**src/rtl/decode_cycle_if.sv**
```systemverilog
// -----------------------------------------------------------------------------
// decode_cycle_if
//   Bundle of the decode-stage bus: fetch-stage inputs (InstrD, PCD, PCPlus4D),
//   the write-back port (RegWriteW, RDW, ResultW) and the registered
//   execute-stage outputs (*E / *_E).
//   Modports:
//     master -- drives the decode inputs, observes the execute outputs
//     slave  -- the decode stage itself
//   Optional macro DECODE_FLUSH_EN adds FlushE (bubble insertion into ID/EX).
// -----------------------------------------------------------------------------
interface decode_cycle_if #(
  parameter int XLEN = 32
);
  // Fetch / write-back side
  logic [XLEN-1:0] InstrD;
  logic [XLEN-1:0] PCD;
  logic [XLEN-1:0] PCPlus4D;
  logic            RegWriteW;
  logic [4:0]      RDW;
  logic [XLEN-1:0] ResultW;
`ifdef DECODE_FLUSH_EN
  logic            FlushE;
`endif

  // Execute side
  logic            RegWriteE;
  logic            ALUSrcE;
  logic            MemWriteE;
  logic            ResultSrcE;
  logic            BranchE;
  logic [2:0]      ALUControlE;
  logic [XLEN-1:0] RD1_E;
  logic [XLEN-1:0] RD2_E;
  logic [XLEN-1:0] Imm_Ext_E;
  logic [XLEN-1:0] PCE;
  logic [XLEN-1:0] PCPlus4E;
  logic [4:0]      RD_E;
  logic [4:0]      RS1_E;
  logic [4:0]      RS2_E;

  modport master (
`ifdef DECODE_FLUSH_EN
    output FlushE,
`endif
    output InstrD, PCD, PCPlus4D, RegWriteW, RDW, ResultW,
    input  RegWriteE, ALUSrcE, MemWriteE, ResultSrcE, BranchE, ALUControlE,
    input  RD1_E, RD2_E, Imm_Ext_E, PCE, PCPlus4E, RD_E, RS1_E, RS2_E
  );

  modport slave (
`ifdef DECODE_FLUSH_EN
    input  FlushE,
`endif
    input  InstrD, PCD, PCPlus4D, RegWriteW, RDW, ResultW,
    output RegWriteE, ALUSrcE, MemWriteE, ResultSrcE, BranchE, ALUControlE,
    output RD1_E, RD2_E, Imm_Ext_E, PCE, PCPlus4E, RD_E, RS1_E, RS2_E
  );
endinterface

```
**src/rtl/decode_cycle.sv**
```systemverilog
// -----------------------------------------------------------------------------
// decode_cycle
//   RV32I-subset decode stage: main/ALU decoder, immediate sign-extension,
//   32x32 register file with write-back bypass, and the ID/EX pipeline register.
//   Ports:
//     clk  -- single clock, rising edge
//     rst  -- asynchronous, active-low reset; clears ID/EX and the register file
//             and forces every output to 0 while low
//     bus  -- decode_cycle_if.slave (fetch inputs, write-back port, *_E outputs)
//   Optional macro DECODE_FLUSH_EN: adds FlushE; when high at a rising edge the
//   ID/EX register loads a bubble. Register-file writes are never affected.
//   Only XLEN = 32 is supported.
// -----------------------------------------------------------------------------
module decode_cycle #(
  parameter int XLEN = 32
) (
  input  logic          clk,
  input  logic          rst,
  decode_cycle_if.slave bus
);

  typedef enum logic [6:0] {
    OP_LW  = 7'b0000011,
    OP_SW  = 7'b0100011,
    OP_R   = 7'b0110011,
    OP_I   = 7'b0010011,
    OP_BEQ = 7'b1100011
  } opcode_e;

  typedef enum logic [2:0] {
    ALU_ADD = 3'b000,
    ALU_SUB = 3'b001,
    ALU_AND = 3'b010,
    ALU_OR  = 3'b011,
    ALU_SLT = 3'b101
  } alu_e;

  typedef struct packed {
    logic            reg_write;
    logic            alu_src;
    logic            mem_write;
    logic            result_src;
    logic            branch;
    logic [2:0]      alu_ctrl;
    logic [XLEN-1:0] rd1;
    logic [XLEN-1:0] rd2;
    logic [XLEN-1:0] imm;
    logic [XLEN-1:0] pc;
    logic [XLEN-1:0] pc_plus4;
    logic [4:0]      rd;
    logic [4:0]      rs1;
    logic [4:0]      rs2;
  } idex_t;

  // R/I arithmetic share one funct3 table; only R-type honours funct7[5].
  function automatic logic [2:0] alu_from_funct3(input logic [2:0] f3,
                                                  input logic       sub);
    logic [2:0] op;
    case (f3)
      3'b000:  op = sub ? ALU_SUB : ALU_ADD;
      3'b010:  op = ALU_SLT;
      3'b110:  op = ALU_OR;
      3'b111:  op = ALU_AND;
      default: op = ALU_ADD;
    endcase
    return op;
  endfunction

  logic [XLEN-1:0] instr;
  logic [4:0]      rs1_a;
  logic [4:0]      rs2_a;
  logic [XLEN-1:0] rf_q [32];
  logic [XLEN-1:0] rd1;
  logic [XLEN-1:0] rd2;
  logic [XLEN-1:0] imm_i;
  logic [XLEN-1:0] imm_s;
  logic [XLEN-1:0] imm_b;
  idex_t           idex_d;
  idex_t           idex_q;
  idex_t           out_s;

  assign instr = bus.InstrD;
  assign rs1_a = instr[19:15];
  assign rs2_a = instr[24:20];

  assign imm_i = {{(XLEN-12){instr[31]}}, instr[31:20]};
  assign imm_s = {{(XLEN-12){instr[31]}}, instr[31:25], instr[11:7]};
  assign imm_b = {{(XLEN-13){instr[31]}}, instr[31], instr[7], instr[30:25],
                  instr[11:8], 1'b0};

  // ---------------------------------------------------------------------------
  // Register file. x0 is never written and always reads as zero. A register
  // being written back this cycle is forwarded so decode sees the new value.
  // ---------------------------------------------------------------------------
  // NOTE: every entry is cleared by the async reset, so the array cannot map to
  // a RAM macro; that is intended -- post-reset reads must return 0.
  always_ff @(posedge clk or negedge rst) begin
    if (!rst) begin
      for (int i = 0; i < 32; i++) rf_q[i] <= '0;
    end else if (bus.RegWriteW && (bus.RDW != 5'd0)) begin
      // NOTE: non-blocking so every flop samples pre-edge values; blocking here
      // would make the order of always blocks change behaviour.
      rf_q[bus.RDW] <= bus.ResultW;
    end
  end

  always_comb begin
    if (rs1_a == 5'd0)                              rd1 = '0;
    else if (bus.RegWriteW && (bus.RDW == rs1_a))   rd1 = bus.ResultW;
    else                                            rd1 = rf_q[rs1_a];

    if (rs2_a == 5'd0)                              rd2 = '0;
    else if (bus.RegWriteW && (bus.RDW == rs2_a))   rd2 = bus.ResultW;
    else                                            rd2 = rf_q[rs2_a];
  end

  // ---------------------------------------------------------------------------
  // Decode into the next ID/EX value. Unknown opcodes leave the control and
  // immediate fields at zero, i.e. a bubble.
  // ---------------------------------------------------------------------------
  always_comb begin
    // NOTE: the whole struct gets a default first, so no path leaves a field
    // unassigned and no latch is inferred.
    idex_d          = '0;
    idex_d.rd1      = rd1;
    idex_d.rd2      = rd2;
    idex_d.pc       = bus.PCD;
    idex_d.pc_plus4 = bus.PCPlus4D;
    idex_d.rd       = instr[11:7];
    idex_d.rs1      = rs1_a;
    idex_d.rs2      = rs2_a;

    case (instr[6:0])
      OP_LW: begin
        idex_d.reg_write  = 1'b1;
        idex_d.alu_src    = 1'b1;
        idex_d.result_src = 1'b1;
        idex_d.alu_ctrl   = ALU_ADD;
        idex_d.imm        = imm_i;
      end
      OP_SW: begin
        idex_d.alu_src    = 1'b1;
        idex_d.mem_write  = 1'b1;
        idex_d.alu_ctrl   = ALU_ADD;
        idex_d.imm        = imm_s;
      end
      OP_R: begin
        idex_d.reg_write  = 1'b1;
        idex_d.alu_ctrl   = alu_from_funct3(instr[14:12], instr[30]);
      end
      OP_I: begin
        idex_d.reg_write  = 1'b1;
        idex_d.alu_src    = 1'b1;
        idex_d.alu_ctrl   = alu_from_funct3(instr[14:12], 1'b0);
        idex_d.imm        = imm_i;
      end
      OP_BEQ: begin
        idex_d.branch     = 1'b1;
        idex_d.alu_ctrl   = ALU_SUB;
        idex_d.imm        = imm_b;
      end
      default: ;
    endcase

`ifdef DECODE_FLUSH_EN
    if (bus.FlushE) idex_d = '0;
`endif
  end

  // ID/EX pipeline register
  always_ff @(posedge clk or negedge rst) begin
    if (!rst) idex_q <= '0;
    else      idex_q <= idex_d;
  end

  // Outputs are held at zero for the whole time reset is low, regardless of
  // what the registers contain.
  assign out_s = rst ? idex_q : '0;

  assign bus.RegWriteE   = out_s.reg_write;
  assign bus.ALUSrcE     = out_s.alu_src;
  assign bus.MemWriteE   = out_s.mem_write;
  assign bus.ResultSrcE  = out_s.result_src;
  assign bus.BranchE     = out_s.branch;
  assign bus.ALUControlE = out_s.alu_ctrl;
  assign bus.RD1_E       = out_s.rd1;
  assign bus.RD2_E       = out_s.rd2;
  assign bus.Imm_Ext_E   = out_s.imm;
  assign bus.PCE         = out_s.pc;
  assign bus.PCPlus4E    = out_s.pc_plus4;
  assign bus.RD_E        = out_s.rd;
  assign bus.RS1_E       = out_s.rs1;
  assign bus.RS2_E       = out_s.rs2;

endmodule

```
**src/flat_wrapper.sv**
```systemverilog
// flat-port wrapper written by rule: the top's interface ports become plain ports
module decode_cycle_flat 
#(
  parameter int XLEN = 32
)
  (clk, rst, bus_InstrD, bus_PCD, bus_PCPlus4D, bus_RegWriteW, bus_RDW, bus_ResultW, bus_RegWriteE, bus_ALUSrcE, bus_MemWriteE, bus_ResultSrcE, bus_BranchE, bus_ALUControlE, bus_RD1_E, bus_RD2_E, bus_Imm_Ext_E, bus_PCE, bus_PCPlus4E, bus_RD_E, bus_RS1_E, bus_RS2_E);
  decode_cycle_if #(.XLEN(XLEN)) bus_i ();
  input  logic clk;
  input  logic rst;
  input wire logic [$bits(bus_i.InstrD)-1:0] bus_InstrD;
  input wire logic [$bits(bus_i.PCD)-1:0] bus_PCD;
  input wire logic [$bits(bus_i.PCPlus4D)-1:0] bus_PCPlus4D;
  input wire logic [$bits(bus_i.RegWriteW)-1:0] bus_RegWriteW;
  input wire logic [$bits(bus_i.RDW)-1:0] bus_RDW;
  input wire logic [$bits(bus_i.ResultW)-1:0] bus_ResultW;
  output wire logic [$bits(bus_i.RegWriteE)-1:0] bus_RegWriteE;
  output wire logic [$bits(bus_i.ALUSrcE)-1:0] bus_ALUSrcE;
  output wire logic [$bits(bus_i.MemWriteE)-1:0] bus_MemWriteE;
  output wire logic [$bits(bus_i.ResultSrcE)-1:0] bus_ResultSrcE;
  output wire logic [$bits(bus_i.BranchE)-1:0] bus_BranchE;
  output wire logic [$bits(bus_i.ALUControlE)-1:0] bus_ALUControlE;
  output wire logic [$bits(bus_i.RD1_E)-1:0] bus_RD1_E;
  output wire logic [$bits(bus_i.RD2_E)-1:0] bus_RD2_E;
  output wire logic [$bits(bus_i.Imm_Ext_E)-1:0] bus_Imm_Ext_E;
  output wire logic [$bits(bus_i.PCE)-1:0] bus_PCE;
  output wire logic [$bits(bus_i.PCPlus4E)-1:0] bus_PCPlus4E;
  output wire logic [$bits(bus_i.RD_E)-1:0] bus_RD_E;
  output wire logic [$bits(bus_i.RS1_E)-1:0] bus_RS1_E;
  output wire logic [$bits(bus_i.RS2_E)-1:0] bus_RS2_E;
  assign bus_i.InstrD = bus_InstrD;
  assign bus_i.PCD = bus_PCD;
  assign bus_i.PCPlus4D = bus_PCPlus4D;
  assign bus_i.RegWriteW = bus_RegWriteW;
  assign bus_i.RDW = bus_RDW;
  assign bus_i.ResultW = bus_ResultW;
  assign bus_RegWriteE = bus_i.RegWriteE;
  assign bus_ALUSrcE = bus_i.ALUSrcE;
  assign bus_MemWriteE = bus_i.MemWriteE;
  assign bus_ResultSrcE = bus_i.ResultSrcE;
  assign bus_BranchE = bus_i.BranchE;
  assign bus_ALUControlE = bus_i.ALUControlE;
  assign bus_RD1_E = bus_i.RD1_E;
  assign bus_RD2_E = bus_i.RD2_E;
  assign bus_Imm_Ext_E = bus_i.Imm_Ext_E;
  assign bus_PCE = bus_i.PCE;
  assign bus_PCPlus4E = bus_i.PCPlus4E;
  assign bus_RD_E = bus_i.RD_E;
  assign bus_RS1_E = bus_i.RS1_E;
  assign bus_RS2_E = bus_i.RS2_E;
  decode_cycle #(.XLEN(XLEN)) u_core (.clk(clk), .rst(rst), .bus(bus_i));
endmodule
```
**config.mk**
```make
export PLATFORM = sky130hd
export DESIGN_NAME = decode_cycle_flat
export DESIGN_NICKNAME = d
export VERILOG_FILES = /design/src/rtl/decode_cycle_if.sv /design/src/rtl/decode_cycle.sv /design/src/flat_wrapper.sv
export SDC_FILE = /design/constraint.sdc
export NUM_CORES = 2
export LEC_CHECK = 0
export CAP_MARGIN = 10
export CORE_MARGIN = 1
export CORE_UTILIZATION = 55
export CTS_BUF_LIST = sky130_fd_sc_hd__clkbuf_8
export CTS_CLUSTER_DIAMETER = 150
export DETAILED_ROUTE_END_ITERATION = 16
export PLACE_DENSITY = 0.77
export SLEW_MARGIN = 15
export SYNTH_ARGS = -nofsm -noshare
export SYNTH_HDL_FRONTEND = slang
export SYNTH_SLANG_ARGS = --single-unit
```
**constraint.sdc**
```tcl
create_clock -name clk -period 1.9 [get_ports clk]
set_clock_uncertainty 0.05 [all_clocks]
set_input_delay 0.38 -clock clk [delete_from_list [all_inputs] [get_ports clk]]
set_output_delay 0.38 -clock clk [all_outputs]
set_load 0.01 [all_outputs]
```
# Word-level counts from Yosys, hierarchy flattened
# Cells that the tools add are included.
[op_classes] n_lt_le_gt_ge=4 n_eq_ne=10 reduce_logical=11 bitwise=3 n_mux=24
[op_table] cell="bitwise mux 1024 bit" count=1
[op_table] cell="binary-select mux 32 bit (select 5 bit)" count=2
[op_table] cell="2-to-1 mux 32 bit" count=9
[op_table] cell="2-to-1 mux 183 bit" count=1
[op_table] cell="demux 32 bit (select 5 bit)" count=1
[op_table] cell="case mux 32 bit (3 select lines)" count=1
[op_table] cell="greater-or-equal comparator 6 bit, second input constant" count=3
[op_table] cell="NOT 5 -> 6 bit" count=3
[op_table] cell="case mux 3 bit (3 select lines)" count=2
[op_table] cell="equality test 7 x 6 -> 1 bit, second input constant" count=2
[op_table] cell="case mux 3 bit (4 select lines)" count=1
[op_table] cell="equality test 5 bit" count=2
[op_table] cell="logical NOT 5 bit" count=2
[op_table] cell="equality test 7 x 2 -> 1 bit, second input constant" count=1
[op_table] cell="equality test 7 x 5 -> 1 bit, second input constant" count=1
[op_table] cell="equality test 7 bit, second input constant" count=1
[op_table] cell="equality test 3 bit, second input constant" count=2
[op_table] cell="< comparator 6 x 1 -> 1 bit, second input constant" count=1
[op_table] cell="2-to-1 mux 1 bit" count=6
[op_table] cell="OR reduction 3 bit" count=2
[op_table] cell="nonzero test 5 bit" count=1
[op_table] cell="logical AND 1 bit" count=4
[op_table] cell="equality test 3 x 2 -> 1 bit, second input constant" count=1
[op_table] cell="logical NOT 3 bit" count=1
[op_table] cell="OR reduction 2 bit" count=1
[totals] register_bits=1207 inputBits=136 word_cells=98

# Depth between registers and ports, before layout
[depth] depth_word=6 ltp_mapped=9 ltp_nobuf=5

# Least setup slack after synthesis
# No wires, ideal clock.
[synth_timing] path_type="input port to flip-flop" start="input port bus_InstrD[20]" end="register u_core.idex_q[135] (netlist name)" stages=7 arrival_ns=1.912 required_ns=1.728 path_slack_ns=-0.183 path_buffers=3 path_cell_list="buf_2 -> buf_6 -> buf_2 -> mux4_2 -> a21oi_1 -> nand2_1 -> a32o_1"
[synth_rtl] item="from (decl)" line="flat_wrapper.sv:10" rtl="input wire logic [$bits(bus_i.InstrD)-1:0] bus_InstrD;"
[synth_rtl] item="to (signal assigned)" line="decode_cycle.sv:173" rtl="else idex_q <= idex_d;"
[synth_rtl] item="to (decl)" line="decode_cycle.sv:79" rtl="idex_t idex_q;"

# Worst setup path after layout
[layout_timing] start="register u_core.idex_q[158] (netlist name)" end="output port bus_RD1_E[15]"
[layout_between] elab_chain_cells=1
[layout_rtl] item="2-to-1 mux 183 bit" line="decode_cycle.sv:178" rtl="assign out_s = rst ? idex_q : '0;"
[layout_rtl] item="to (decl)" line="flat_wrapper.sv:22" rtl="output wire logic [$bits(bus_i.RD1_E)-1:0] bus_RD1_E;"
# No other way between the ends.

==> reports/qor.txt <==
first-pass GRT wire length: 303000 microns
routed vias: 44919
TNS Setup: -13.32 ns
Pleak: 34.4 nW
Finished Core Util: 69.4%
hold_ws: 0.0360 ns
# port buffers: 318
Net Switching: 20.4 mW
CP startpoint kind: register
most common cell after layout, fill and taps aside: dfrtp_1
Via-to-Cell Ratio: 6.71
Clk Latency, worst-skew pair: 0.89 ns
worst-margin pin slew: 1.03 ns
CTS max path bufs: 3
Post-Syn Nets: 4422
Layout fillers: 7344
RSZ-0062 raised after global routing: true
post-detailed-routing wire length: 207000 microns
average cell area after synthesis: 14.2 sq um
status: finished, violations left
die area: 112000 sq um
most frequent cells in the layout: 1176 x dfrtp_1, 1060 x mux2_2, 441 x buf_4
Synth top area share: 48.9%
sequential power share: 46.5%
Die Ht: 335 microns
initial antenna violation count: 9
YS warnings: 0
Arrival @ worst endpoint: 1.65 ns
Overall Global Routing Usage: 36.8%
Remaining Overflow, GRT: 0
Top FF cell, synth: dfrtp_1
crit path max fanout: 1
internal power: 51.0 mW
clock root buffer: clkbuf_8
area grow syn2layout: 24.7%
synthesized cell area: 60800 sq um
Switching Fraction: 28.6%
H-Tree Depth: 4
Max VDD drop: 0.682 mV
clock network fraction of total power: 32.0%
width of the die: 335 microns
cell taking the most area after synthesis: dfrtp_1
GPL Wtd Cong: 0.943
FP Rows: 121
Pwr per Cell Area: 941 nW/um^2
io pins: 319
Clock Sinks: 1188
count of different cell masters after synthesis: 59
layout cell share with drive strength beyond 1: 51.5%
Syn Inst Count: 4286
CTS clk-pin slew, worst paths: 0.06 ns
CTS Buf Count: 195
hpwl dp: 134000 microns
# setup viols final: 184
failing checks: setup timing
ranking of synthesized cells by area: dfrtp_1 49%, mux2_2 20%, mux4_2 13%
worst path required time: 1.47 ns
Final Critical Period: 2.08 ns
EDFF count, synth: 0
Final Hold Viols: 0
sequential element share of the synthesized area: 48.9%
drt wl/cell: 31.0 microns
Slew Limit Fails: 0
ANT nets after route: 0
vias in the first global route: 46483
Core Area: 109000 sq um
max_cap viols: 0
Nets: 5196
initial core utilization: 55.6%
DRC viols: 0
Crit. End Element: output port
Async SR Flop Fraction: 100%
Crit Path Category: register to output port
slew margin rel.: 31.1%
drt first pass iters: 6
Gate power share: 21.5%
post-route setup slack: -0.182 ns
#FFs+latches synth: 1188
min-delay worst type: primary input to register
pin count of the biggest net entering global routing: 136
Final Cycle Share: 110%
starting DRC count in detailed routing: 5255
fmax: 480 MHz
CTS tree: yes
## worst paths after layout
check                                   startpoint            endpoint  slack [ns]  cells after the start
worst max-delay path            u_core.idex_q[158]       bus_RD1_E[15]       -0.18                      2
worst min-delay path                 bus_InstrD[7]   u_core.idex_q[10]        0.04                      1
max in group asynchronous                      rst  u_core.idex_q[123]        0.20                      5
min in group asynchronous                      rst    u_core.idex_q[5]        0.12                      3
worst max register to register    u_core.rf_q[471]  u_core.idex_q[166]        0.03                      7
worst min register to register   u_core.rf_q[1019]   u_core.rf_q[1019]        0.35                      0
## state kept, by name (all words and copies together) (netlist names)
signal and cells:
u_core.rf_q 1024, u_core.idex_q 164
## cell families after synthesis
family | count (synthesis) | share of synthesized area, %
compound gates | 445 | 5.51
mux | 1674 | 37.0
simple gates | 477 | 4.18
buf+inv | 492 | 4.25
flops | 1188 | 48.9
xor+xnor | 10 | 0.144
## cells in the mapped netlist, types with 29 or more instances
cell and instances:
mux4_2 339, nand2_1 102, o221ai_1 32, clkbuf_1 224, nor2_1 67, dfrtp_1 1188, a211oi_1 58, buf_1 51
a21oi_1 46, buf_4 50, a22oi_1 67, buf_6 31, mux2_2 1060, mux2i_1 259, a221o_1 29, nor3_1 51
and2_1 174, a221oi_1 37, o22ai_1 86, buf_2 116, a32o_1 32
## repair_timing
| action | CTS | global route |
|---|---|---|
| pin swaps | 80 | 54 |
| buffers inserted | 4 | 6 |
| hold buffers | 113 | 1 |
| resized for setup | 860 | 112 |
| cloned | 0 | 3 |
| setup endpoints to repair | 191 | 257 |
| endpoints found under the hold margin | 746 | 22 |
## critical path: stages, from the launching register on
cell and delay, ns:
dfrtp_2 0.48, and2_4 0.17, buf_6 0.11
## power by group through the flow
stage	logic [mW]	clock network [mW]	registers, mW
global route	16.2	24.2	33.7
detailed placement	14.6	0	33.4
CTS	14.9	23.0	33.0
global placement	14.2	0	33.0
floorplan	10.1	0	32.1
finish	15.3	22.8	33.2
## final cells by class
type                       count  area (sq um)  share of cell area [%]
sequential                  1188         29700                    39.2
multi-input combinational   2606         29100                    38.4
timing repair buffer        1064         11200                    14.7
clock buffer                 244          3360                    4.43
tap                         1476          1850                    2.43
clock inverter               104           606                   0.798
inverter                       5          18.8                  0.0247
antenna                        5          12.5                  0.0165
## routing by layer
layer	vias to the layer above	part of all wire (%)	global-route usage, %
li1	17819	-	-
met1	23171	37	47.9
met2	3117	45	55.8
met3	806	12	10.0
met4	6	6.4	21.0
met5	-	0.020	0
## through the flow
step / cells / total power, mW / setup slack (ns) / area [sq um]
3_3_place_gp: 6216 / 47.2 / -0.997 / 70600
2_1_floorplan: 4286 / 42.2 / -0.0578 / 61200
4_1_cts: 6680 / 70.9 / -0.207 / 75300
5_1_grt: 6691 / 74.0 / -0.238 / 75900
3_5_place_dp: 6216 / 48.0 / -1.03 / 70600
6_report: 6692 / 71.4 / -0.182 / 75900
(Power assumes the default switching activity.)
